## src/rtl/disp_share_arbiter_if.sv

```systemverilog
// rtl/disp_share_arbiter_if.sv - requester/display bundle for the shared 7-seg arbiter
interface disp_share_arbiter_if #(
    parameter int N_REQ = 3
);
    logic [N_REQ-1:0]    i_req;
    logic [N_REQ*40-1:0] i_dig_flat;
    logic [N_REQ-1:0]    o_gnt;
    logic [2:0]          o_cs_pointer;
    logic [4:0]          o_dig_ctrl;
    logic                o_busy;

    modport master (
        output i_req,
        output i_dig_flat,
        input  o_gnt,
        input  o_cs_pointer,
        input  o_dig_ctrl,
        input  o_busy
    );

    modport slave (
        input  i_req,
        input  i_dig_flat,
        output o_gnt,
        output o_cs_pointer,
        output o_dig_ctrl,
        output o_busy
    );
endinterface

```

## src/rtl/disp_share_arbiter.sv

```systemverilog
// rtl/disp_share_arbiter.sv - round-robin owner of the 8-digit scanned display
module disp_share_arbiter #(
    parameter int         N_REQ      = 3,
    parameter int         HOLD_CYC   = 500,
    parameter int         BLANK_CYC  = 2,
    parameter logic [4:0] BLANK_CODE = 5'h0F
) (
    input  logic                 clk_alt,
    input  logic                 i_rst_n,
    disp_share_arbiter_if.slave  bus
);
    localparam int IDX_W = (N_REQ > 1) ? $clog2(N_REQ) : 1;
    localparam int HC_W  = $clog2(HOLD_CYC + 1);
    localparam int BC_W  = $clog2(BLANK_CYC + 1);

    typedef enum logic [1:0] {
        ST_IDLE  = 2'd0,
        ST_GRANT = 2'd1,
        ST_BLANK = 2'd2
    } state_t;

    state_t            state_q, state_d;
    logic [2:0]        ptr_q, ptr_d;
    logic [4:0]        dig_q, dig_d;
    logic [N_REQ-1:0]  gnt_q, gnt_d;
    logic [IDX_W-1:0]  rr_last_q, rr_last_d;
    logic [HC_W-1:0]   hold_q, hold_d;
    logic [BC_W-1:0]   blank_q, blank_d;
    logic [39:0]       frame_q, frame_d;

    logic              win_found;
    logic [IDX_W-1:0]  win_idx;
    logic [IDX_W-1:0]  cand;
    logic [39:0]       win_row;
    logic [39:0]       own_row;
    logic              owner_req;
    logic              others_req;
    logic              hold_expired;

    // While granted, rr_last_q is the current owner, so its row feeds frame reloads.
    assign win_row      = 40'(bus.i_dig_flat >> (int'(win_idx) * 40));
    assign own_row      = 40'(bus.i_dig_flat >> (int'(rr_last_q) * 40));
    assign owner_req    = |(bus.i_req & gnt_q);
    assign others_req   = |(bus.i_req & ~gnt_q);
    assign hold_expired = (hold_q >= HC_W'(HOLD_CYC - 1));

    // Round-robin search starting just after the last granted requester.
    always_comb begin
        win_found = 1'b0;
        win_idx   = '0;
        cand      = '0;
        for (int k = 1; k <= N_REQ; k++) begin
            cand = IDX_W'((int'(rr_last_q) + k) % N_REQ);
            if (!win_found && |(bus.i_req & (N_REQ'(1) << cand))) begin
                win_found = 1'b1;
                win_idx   = cand;
            end
        end
    end

    // Next-state, grant, counters, frame snapshot and the scanned digit code.
    always_comb begin
        state_d   = state_q;
        gnt_d     = gnt_q;
        rr_last_d = rr_last_q;
        hold_d    = hold_q;
        blank_d   = blank_q;
        frame_d   = frame_q;
        ptr_d     = ptr_q + 3'd1;

        case (state_q)
            ST_IDLE: begin
                if (win_found) begin
                    state_d   = ST_GRANT;
                    gnt_d     = N_REQ'(1) << win_idx;
                    rr_last_d = win_idx;
                    hold_d    = '0;
                    frame_d   = win_row;
                end
            end
            ST_GRANT: begin
                if (hold_q != HC_W'(HOLD_CYC)) begin
                    hold_d = hold_q + HC_W'(1);
                end
                if (!owner_req || (hold_expired && others_req)) begin
                    state_d = ST_BLANK;
                    gnt_d   = '0;
                    blank_d = '0;
                end else if (ptr_q == 3'd7) begin
                    // Reload only at frame boundary so a frame never mixes old and new digits.
                    frame_d = own_row;
                end
            end
            ST_BLANK: begin
                if (blank_q >= BC_W'(BLANK_CYC - 1)) begin
                    if (win_found) begin
                        state_d   = ST_GRANT;
                        gnt_d     = N_REQ'(1) << win_idx;
                        rr_last_d = win_idx;
                        hold_d    = '0;
                        frame_d   = win_row;
                    end else begin
                        state_d = ST_IDLE;
                    end
                end else begin
                    blank_d = blank_q + BC_W'(1);
                end
            end
            default: begin
                state_d = ST_IDLE;
                gnt_d   = '0;
            end
        endcase

        // Code is registered together with the pointer so both change on the same edge.
        if (state_d == ST_GRANT) begin
            dig_d = 5'(frame_d >> (6'(ptr_d) * 6'd5));
        end else begin
            dig_d = BLANK_CODE;
        end
    end

    // State and datapath registers with asynchronous active-low reset.
    always_ff @(posedge clk_alt or negedge i_rst_n) begin
        if (!i_rst_n) begin
            state_q   <= ST_IDLE;
            ptr_q     <= '0;
            dig_q     <= BLANK_CODE;
            gnt_q     <= '0;
            rr_last_q <= IDX_W'(N_REQ - 1);
            hold_q    <= '0;
            blank_q   <= '0;
            frame_q   <= {8{BLANK_CODE}};
        end else begin
            state_q   <= state_d;
            ptr_q     <= ptr_d;
            dig_q     <= dig_d;
            gnt_q     <= gnt_d;
            rr_last_q <= rr_last_d;
            hold_q    <= hold_d;
            blank_q   <= blank_d;
            frame_q   <= frame_d;
        end
    end

    assign bus.o_gnt        = gnt_q;
    assign bus.o_cs_pointer = ptr_q;
    assign bus.o_dig_ctrl   = dig_q;
    assign bus.o_busy       = (state_q != ST_IDLE);
endmodule
```

## src/flat_wrapper.sv

```systemverilog
// flat-port wrapper written by rule: the top's interface ports become plain ports
module disp_share_arbiter_flat 
#(
    parameter int         N_REQ      = 3,
    parameter int         HOLD_CYC   = 500,
    parameter int         BLANK_CYC  = 2,
    parameter logic [4:0] BLANK_CODE = 5'h0F
)
  (clk_alt, i_rst_n, bus_i_req, bus_i_dig_flat, bus_o_gnt, bus_o_cs_pointer, bus_o_dig_ctrl, bus_o_busy);
  disp_share_arbiter_if #(.N_REQ(N_REQ)) bus_i ();
  input  logic clk_alt;
  input  logic i_rst_n;
  input wire logic [$bits(bus_i.i_req)-1:0] bus_i_req;
  input wire logic [$bits(bus_i.i_dig_flat)-1:0] bus_i_dig_flat;
  output wire logic [$bits(bus_i.o_gnt)-1:0] bus_o_gnt;
  output wire logic [$bits(bus_i.o_cs_pointer)-1:0] bus_o_cs_pointer;
  output wire logic [$bits(bus_i.o_dig_ctrl)-1:0] bus_o_dig_ctrl;
  output wire logic [$bits(bus_i.o_busy)-1:0] bus_o_busy;
  assign bus_i.i_req = bus_i_req;
  assign bus_i.i_dig_flat = bus_i_dig_flat;
  assign bus_o_gnt = bus_i.o_gnt;
  assign bus_o_cs_pointer = bus_i.o_cs_pointer;
  assign bus_o_dig_ctrl = bus_i.o_dig_ctrl;
  assign bus_o_busy = bus_i.o_busy;
  disp_share_arbiter #(.N_REQ(N_REQ), .HOLD_CYC(HOLD_CYC), .BLANK_CYC(BLANK_CYC), .BLANK_CODE(BLANK_CODE)) u_core (.clk_alt(clk_alt), .i_rst_n(i_rst_n), .bus(bus_i));
endmodule
```

## config.mk

```make
export PLATFORM = sky130hd
export DESIGN_NAME = disp_share_arbiter_flat
export DESIGN_NICKNAME = d
export VERILOG_FILES = /design/src/rtl/disp_share_arbiter_if.sv /design/src/rtl/disp_share_arbiter.sv /design/src/flat_wrapper.sv
export SDC_FILE = /design/constraint.sdc
export NUM_CORES = 1
export LEC_CHECK = 0
export ABC_AREA = 1
export CAP_MARGIN = 25
export CELL_PAD_IN_SITES_DETAIL_PLACEMENT = 0
export CELL_PAD_IN_SITES_GLOBAL_PLACEMENT = 1
export CORE_MARGIN = 4
export CORE_UTILIZATION = 32
export CTS_BUF_LIST = sky130_fd_sc_hd__clkbuf_8
export CTS_CLUSTER_SIZE = 28
export DETAILED_ROUTE_END_ITERATION = 12
export PLACE_DENSITY = 0.85
export SLEW_MARGIN = 0
export SYNTH_ARGS = -nofsm -noshare
export SYNTH_HDL_FRONTEND = slang
export SYNTH_SLANG_ARGS = --single-unit
```

## constraint.sdc

```tcl
create_clock -name clk_alt -period 2.9 [get_ports clk_alt]
set_input_delay 0.725 -clock clk_alt [delete_from_list [all_inputs] [get_ports clk_alt]]
set_output_delay 0.725 -clock clk_alt [all_outputs]
set_load 0.03 [all_outputs]
```

==> summary.txt, run 1 <==
Status
  – Status: complete, no violations

Clocking
  – CTS sink count: 66
  – Root buf cell: clkbuf_8
  – CTS HTree Levels: 3
  – Total CTS buffers: 9
  – Clock Tree Buf Depth: 2
  – Worst-skew pair later-pin latency: 0.35 ns
  – CTS tree: done
  – Clock transition at path regs: 0.07 ns

Setup path
  – Critical Path AT: 3.01 ns
  – R2r startpoint: u_core.rr_last_q[1]
  – CP max FO: 8
  – CP Launch Type: flip-flop
  – Worst reg2reg path depth: 20
  – Critical Path RT: 3.17 ns
  – Critical path type: flip-flop to flip-flop
  – CP Capture Type: flip-flop
  – R2R setup slack: 0.17 ns
  – FF-to-FF End: u_core.bus.o_dig_ctrl[4]

Placement
  – Post-Place Cells: 1,334
  – Port buffer count: 136
  – HPWL Detailed: 15,800 µm
  – Routability cong.: 0.870

Die
  – Num rows: 48
  – DIE AREA: 20,200 µm²
  – Die height: 142 µm
  – DIE WIDTH: 142 µm
  – Initial Util: 32.9%
  – I/O Pins: 137
  – Core area: 17,500 µm²

Timing
  – Clk_skew: 0.0102 ns
  – Worst-Margin Slew: 0.729 ns
  – Max_slew headroom: 51.3%
  – Max Clk Rate: 366 MHz
  – Final period utilization: 94.3%
  – Final Hold Fails: 0
  – Final Critical Period: 2.73 ns
  – Final hold slack: 0.372 ns
  – Max-slew violation count: 0
  – Final setup vio count: 0

Global route
  – Remaining Overflow, GRT: 0
  – First-pass GRT wire length: 35,300 µm
  – Initial antenna violation count: 1
  – Vias in the first global route: 7,123
  – Largest net degree at the start of global routing: 61
  – Total GRT Usage: 21.4%

Layout
  – Layout cell share with drive strength beyond 1: 16.3%
  – Most frequent cells in the layout: nand2_1 (380), clkdlybuf4s50_1 (132), nand3_1 (88), buf_4 (84), inv_1 (59)
  – Number of diodes: 0
  – P&R area growth vs syn: 44.5%
  – Post-Layout Cell Count: 1,364
  – Nets: 1,271
  – Commonest non-fill, non-tap cell in the layout: nand2_1

Routing
  – ANT nets after route: 0
  – DR vias/cell: 5.14
  – First-pass iteration count of the detailed router: 5
  – Routed Wire Length: 22,200 µm
  – Via Count: 7,005
  – DRC: 0
  – Initial DRC Count: 534
  – Wirelength per Cell: 16.3 µm

Synthesis
  – #FFs+latches synth: 66
  – Syn Std Cell Area: 5750 µm²
  – Post-synth cell types: 37
  – Post-synth net total: 1,084
  – Post-Synthesis Cells: 947
  – Seq/Total Area, Yosys: 29.5%
  – Syn Area/Cell: 6.07 µm²
  – Ys Warns: 0
  – Main flop type after synthesis: dfstp_2
  – EDFF count, synth: 0
  – Asr flop ratio synth: 100%

Power
  – Leak: 3.95 nW
  – P_sw: 5.49 mW
  – Sw frac: 50.5%
  – Reg power frac: 14.7%
  – PwrDens: 1310 nW/µm²
  – Logic pwr share: 78.4%
  – Clock share of power: 6.9%
  – Int Pwr: 5.38 mW
  – Worst vdd ir: 0.734 mV

Job
  – Max-Cap Viols: 0

Hold path
  – Hold Crit Class: input pin to async pin
-- registers in the layout, summed over array words and instances, names as in the netlist --
name and cells:
u_core.rr_last_q 2, u_core.state_q 2, u_core.bus.o_cs_pointer 3, u_core.hold_q 9, u_core.blank_q 2, u_core.frame_q 40
u_core.bus.o_dig_ctrl 5, u_core.bus.o_gnt 3
-- power by group through the flow --
stage | registers (mW) | clock network (mW) | logic, mW
6_report | 1.59 | 0.751 | 8.52
5_1_grt | 1.63 | 0.810 | 9.46
2_1_floorplan | 1.62 | 0 | 4.90
3_3_place_gp | 1.60 | 0 | 7.85
3_5_place_dp | 1.60 | 0 | 7.87
4_1_cts | 1.59 | 0.770 | 7.91
-- worst max-delay path, stage by stage (launching register included) --
cell and delay (ns):
dfstp_2 0.61, ha_4 0.24, nand2_2 0.09, nand2_2 0.08, nor2_4 0.13, nand3_1 0.11, nand3_2 0.14, nand2_8 0.09
buf_8 0.15, buf_6 0.13, nand3_1 0.06, nand2_1 0.06, o21ai_2 0.13, nand2_1 0.08, nand2_2 0.09, nand2_1 0.05
nand3_1 0.10, nand2_1 0.07, nand2_1 0.06, nand2_1 0.06, nor2_2 0.14
-- how the worst max path moves through the flow --
stage,start,endpoint,slack [ns]
6_report,u_core.rr_last_q[1],u_core.bus.o_dig_ctrl[4],0.17
2_1_floorplan,u_core.rr_last_q[0],u_core.bus.o_dig_ctrl[4],0.02
4_1_cts,u_core.rr_last_q[1],u_core.bus.o_dig_ctrl[4],0.01
3_3_place_gp,bus_i_req[0],u_core.bus.o_dig_ctrl[4],-0.29
5_1_grt,u_core.rr_last_q[1],u_core.bus.o_dig_ctrl[4],-0.05
3_5_place_dp,bus_i_req[0],u_core.bus.o_dig_ctrl[4],-0.34
-- logic make-up after synthesis --
| logic type | count (synthesis) | share of synthesized area, % |
|---|---|---|
| adder cells (fa/ha/maj) | 12 | 2.61 |
| AO/OA/AOI/OAI | 158 | 15.1 |
| buffers and inverters | 121 | 9.29 |
| flip-flops | 66 | 29.5 |
| XOR/XNOR | 1 | 0.152 |
| AND/OR/NAND/NOR | 589 | 43.3 |
-- what timing repair did --
action	in CTS	in global routing
hold buffers	0	0
resized for setup	2	29
buffers inserted	0	11
cloned	0	3
endpoints found under the setup margin	3	5
pin swaps	0	13
-- Yosys cell counts, types with 5 or more instances --
cell / number / area share [%]
o21ai_1: 46 / 4.0
nor3_1: 47 / 4.1
dfrtp_1: 29 / 13
a211oi_1: 9 / 1.2
nor2_1: 46 / 3.0
buf_1: 6 / 0.39
nand3_1: 89 / 7.7
clkbuf_1: 26 / 1.7
a221oi_1: 6 / 0.91
inv_1: 59 / 3.9
dfstp_2: 37 / 17
o211ai_1: 5 / 0.65
nand2_1: 386 / 25
buf_6: 5 / 0.98
nand3_2: 5 / 0.87
ha_1: 12 / 2.6
o21ai_0: 38 / 3.3
a21oi_1: 49 / 4.3
buf_2: 18 / 1.6
-- cell type report --
cell class / count / area, µm²
repair buffers: 235 / 2300
clock buffers: 9 / 124
inverters: 62 / 233
clock inverters: 7 / 61.3
well taps: 225 / 282
fillers: 1833 / 9170
flip-flops and latches: 66 / 1700
multi-input cells: 760 / 3610
-- stage by stage --
| stage | cell area, µm² | power (mW) | setup TNS (ns) | setup WS [ns] | util (%) |
|---|---|---|---|---|---|
| after floorplan | 5750 | 6.52 | 0 | 0.0166 | - |
| after global placement | 7850 | 9.45 | -1.02 | -0.289 | 44.9 |
| after detailed placement | 7850 | 9.47 | -1.21 | -0.338 | 44.9 |
| after CTS | 8040 | 10.3 | 0 | 0.0143 | 46.0 |
| after global routing | 8300 | 11.9 | -0.111 | -0.0540 | 47.5 |
| final | 8300 | 10.9 | 0 | 0.165 | 47.5 |
-- per-layer routing --
layer / wire [µm] / GRT usage [%]
met4: 510 / 6.21
met3: 1160 / 4.47
met1: 9430 / 26.1
met5: 14 / 0
met2: 11100 / 38.2
No activity file was read; power rests on OpenSTA's default activity.
==> inputs of run 2 (changes only) <==
- SETUP_SLACK_MARGIN: not set -> 0.05
==> summary.txt, run 2 (synthesis gave the netlist of run 1 again) <==
Layout
  – Sequential cell area: 1700 µm²
  – Number of diodes: 0
  – Nets: 1,274
  – Most frequent cells in the layout: nand2_1 (374), clkdlybuf4s50_1 (132), nand3_1 (84), buf_4 (81), inv_1 (60)
  – Max reg flops: 40
  – Biggest register: u_core.frame_q
  – Layout cell share with drive strength beyond 1: 17.9%
  – Commonest non-fill, non-tap cell in the layout: nand2_1
  – Fill cells: 1,814
  – Multi-input logic area: 3700 µm²
  – P&R area growth vs syn: 47.8%

Setup path
  – CP Launch Type: flip-flop
  – FF-to-FF End: u_core.bus.o_dig_ctrl[0]
  – Worst reg2reg path depth: 18
  – Critical Path RT: 3.18 ns
  – Worst setup startpoint: u_core.rr_last_q[1]
  – Critical Path AT: 3.05 ns
  – Capture point of the worst path: u_core.bus.o_dig_ctrl[0]
  – Critical path type: flip-flop to flip-flop
  – CP Capture Type: flip-flop
  – R2r startpoint: u_core.rr_last_q[1]
  – CP max FO: 9
  – R2R setup slack: 0.13 ns

Clocking
  – CTS tree: done
  – Clock transition at path regs: 0.07 ns
  – Clock Tree Buf Depth: 2
  – Hold buffers post-CTS: 0
  – CTS sink count: 66
  – Total CTS buffers: 9
  – Root buf cell: clkbuf_8
  – CTS HTree Levels: 3
  – Worst-skew pair later-pin latency: 0.35 ns

Routing
  – Routed Wire Length: 22,000 µm
  – ANT nets after route: 0
  – DR vias/cell: 5.11
  – Via Count: 6,980
  – Initial DRC Count: 419
  – Wirelength per Cell: 16.1 µm
  – First-pass iteration count of the detailed router: 5
  – DRC: 0

Placement
  – Dpl ws: -0.290 ns
  – Routability cong.: 0.877
  – HPWL Detailed: 15,700 µm
  – Port buffer count: 136

Timing
  – Clk_skew: 0.0125 ns
  – Final Hold Fails: 0
  – Final hold slack: 0.358 ns
  – Final setup vio count: 0
  – RSZ-0062 raised after global routing: true
  – Max_slew headroom: 50.1%
  – Final period utilization: 95.5%
  – Worst-Margin Slew: 0.748 ns
  – Final worst slack: 0.130 ns
  – Max-slew violation count: 0
  – Final Critical Period: 2.77 ns
  – Max Clk Rate: 361 MHz

Die
  – I/O Pins: 137
  – Die height: 142 µm
  – Num rows: 48
  – DIE AREA: 20,200 µm²
  – DIE WIDTH: 142 µm
  – Initial Util: 32.9%
  – Core area: 17,500 µm²

Power
  – PwrDens: 1360 nW/µm²
  – Worst vdd ir: 0.750 mV
  – Leak: 4.02 nW

Global route
  – Busiest grt layer: met2
  – Vias in the first global route: 7,005
  – GR Util met2: 36.8%
  – Initial antenna violation count: 0
  – Largest net degree at the start of global routing: 62
  – Met1 usage: 26.1%
  – Remaining Overflow, GRT: 0
  – First-pass GRT wire length: 34,500 µm
  – Met3 global-route usage: 4.13%
  – Total GRT Usage: 20.9%

Hold path
  – Hold Crit Class: input pin to async pin

Job
  – Max-Cap Viols: 0

Status
  – Status: complete, no violations
run 2: changes by cell type in the layout (fill, tap and decap cells not counted), sizes merged:
cell,change
bufinv,-1
buf,+2
inv,+1
clkbuf,+4
clkinvlp,-1
clkinv,-2
run 2: critical path: stages, from the launching register on:
cell	delay (ns)
dfstp_2	0.60
ha_4	0.24
nand2_2	0.11
nand3_4	0.12
nor2_4	0.17
nand3b_4	0.12
nand2_8	0.13
nand2_4	0.10
buf_12	0.16
buf_12	0.14
o21ai_1	0.12
o21ai_1	0.09
buf_4	0.15
nand2_1	0.09
nand3_1	0.08
nand3_1	0.10
nand2_1	0.05
nand2_1	0.05
nand3_1	0.07
run 2: stage by stage:
step	total power [mW]	std cells	TNS [ns]	instance area (µm²)	util, %
after floorplan	6.53	947	0	5750	-
after global placement	9.67	1340	-1.02	7960	45.5
after global routing	12.6	1367	-0.143	8500	48.6
final	11.6	1367	0	8500	48.6
after CTS	10.5	1357	0	8150	46.6
after detailed placement	9.77	1340	-1.24	7960	45.5
run 2: final cells by class:
class / count / share of cell area [%]
Multi-Input combinational cell: 760 / 43.5
Timing Repair Buffer: 238 / 28.3
Sequential cell: 66 / 20.0
Tap cell: 225 / 3.31
Inverter: 62 / 2.77
Clock buffer: 12 / 1.94
Clock inverter: 4 / 0.206
run 2: how the worst min path moves through the flow:
stage	slack, ns	start	endpoint
2_1_floorplan	0.43	i_rst_n	u_core.blank_q[0]
6_report	0.36	i_rst_n	u_core.hold_q[3]
3_3_place_gp	0.45	u_core.hold_q[8]	u_core.hold_q[8]
5_1_grt	0.38	i_rst_n	u_core.hold_q[3]
3_5_place_dp	0.46	u_core.hold_q[8]	u_core.hold_q[8]
4_1_cts	0.35	i_rst_n	u_core.hold_q[3]
run 2: metal layers:
| metal | up-vias | routed length [µm] |
|---|---|---|
| met4 | 0 | 514 |
| met1 | 3248 | 9450 |
| met5 | - | 0 |
| met2 | 220 | 10700 |
| met3 | 35 | 1280 |
| li1 | 3477 | - |
run 2: what timing repair did:
item                                   in CTS  in global routing
buffers inserted                            1                  6
pin swaps                                   0                 16
resized for setup                           1                 57
endpoints found under the hold margin       0                  0
cloned                                      0                  4
setup endpoints to repair                   5                  5
run 2: where the power goes:
group | internal [mW] | total [mW] | switching, mW | leakage [nW]
Combinational | 4.03 | 9.28 | 5.25 | 3.15
Sequential | 1.46 | 1.60 | 0.136 | 0.767
Clock | 0.371 | 0.714 | 0.343 | 0.105
Total | 5.86 | 11.6 | 5.73 | 4.02
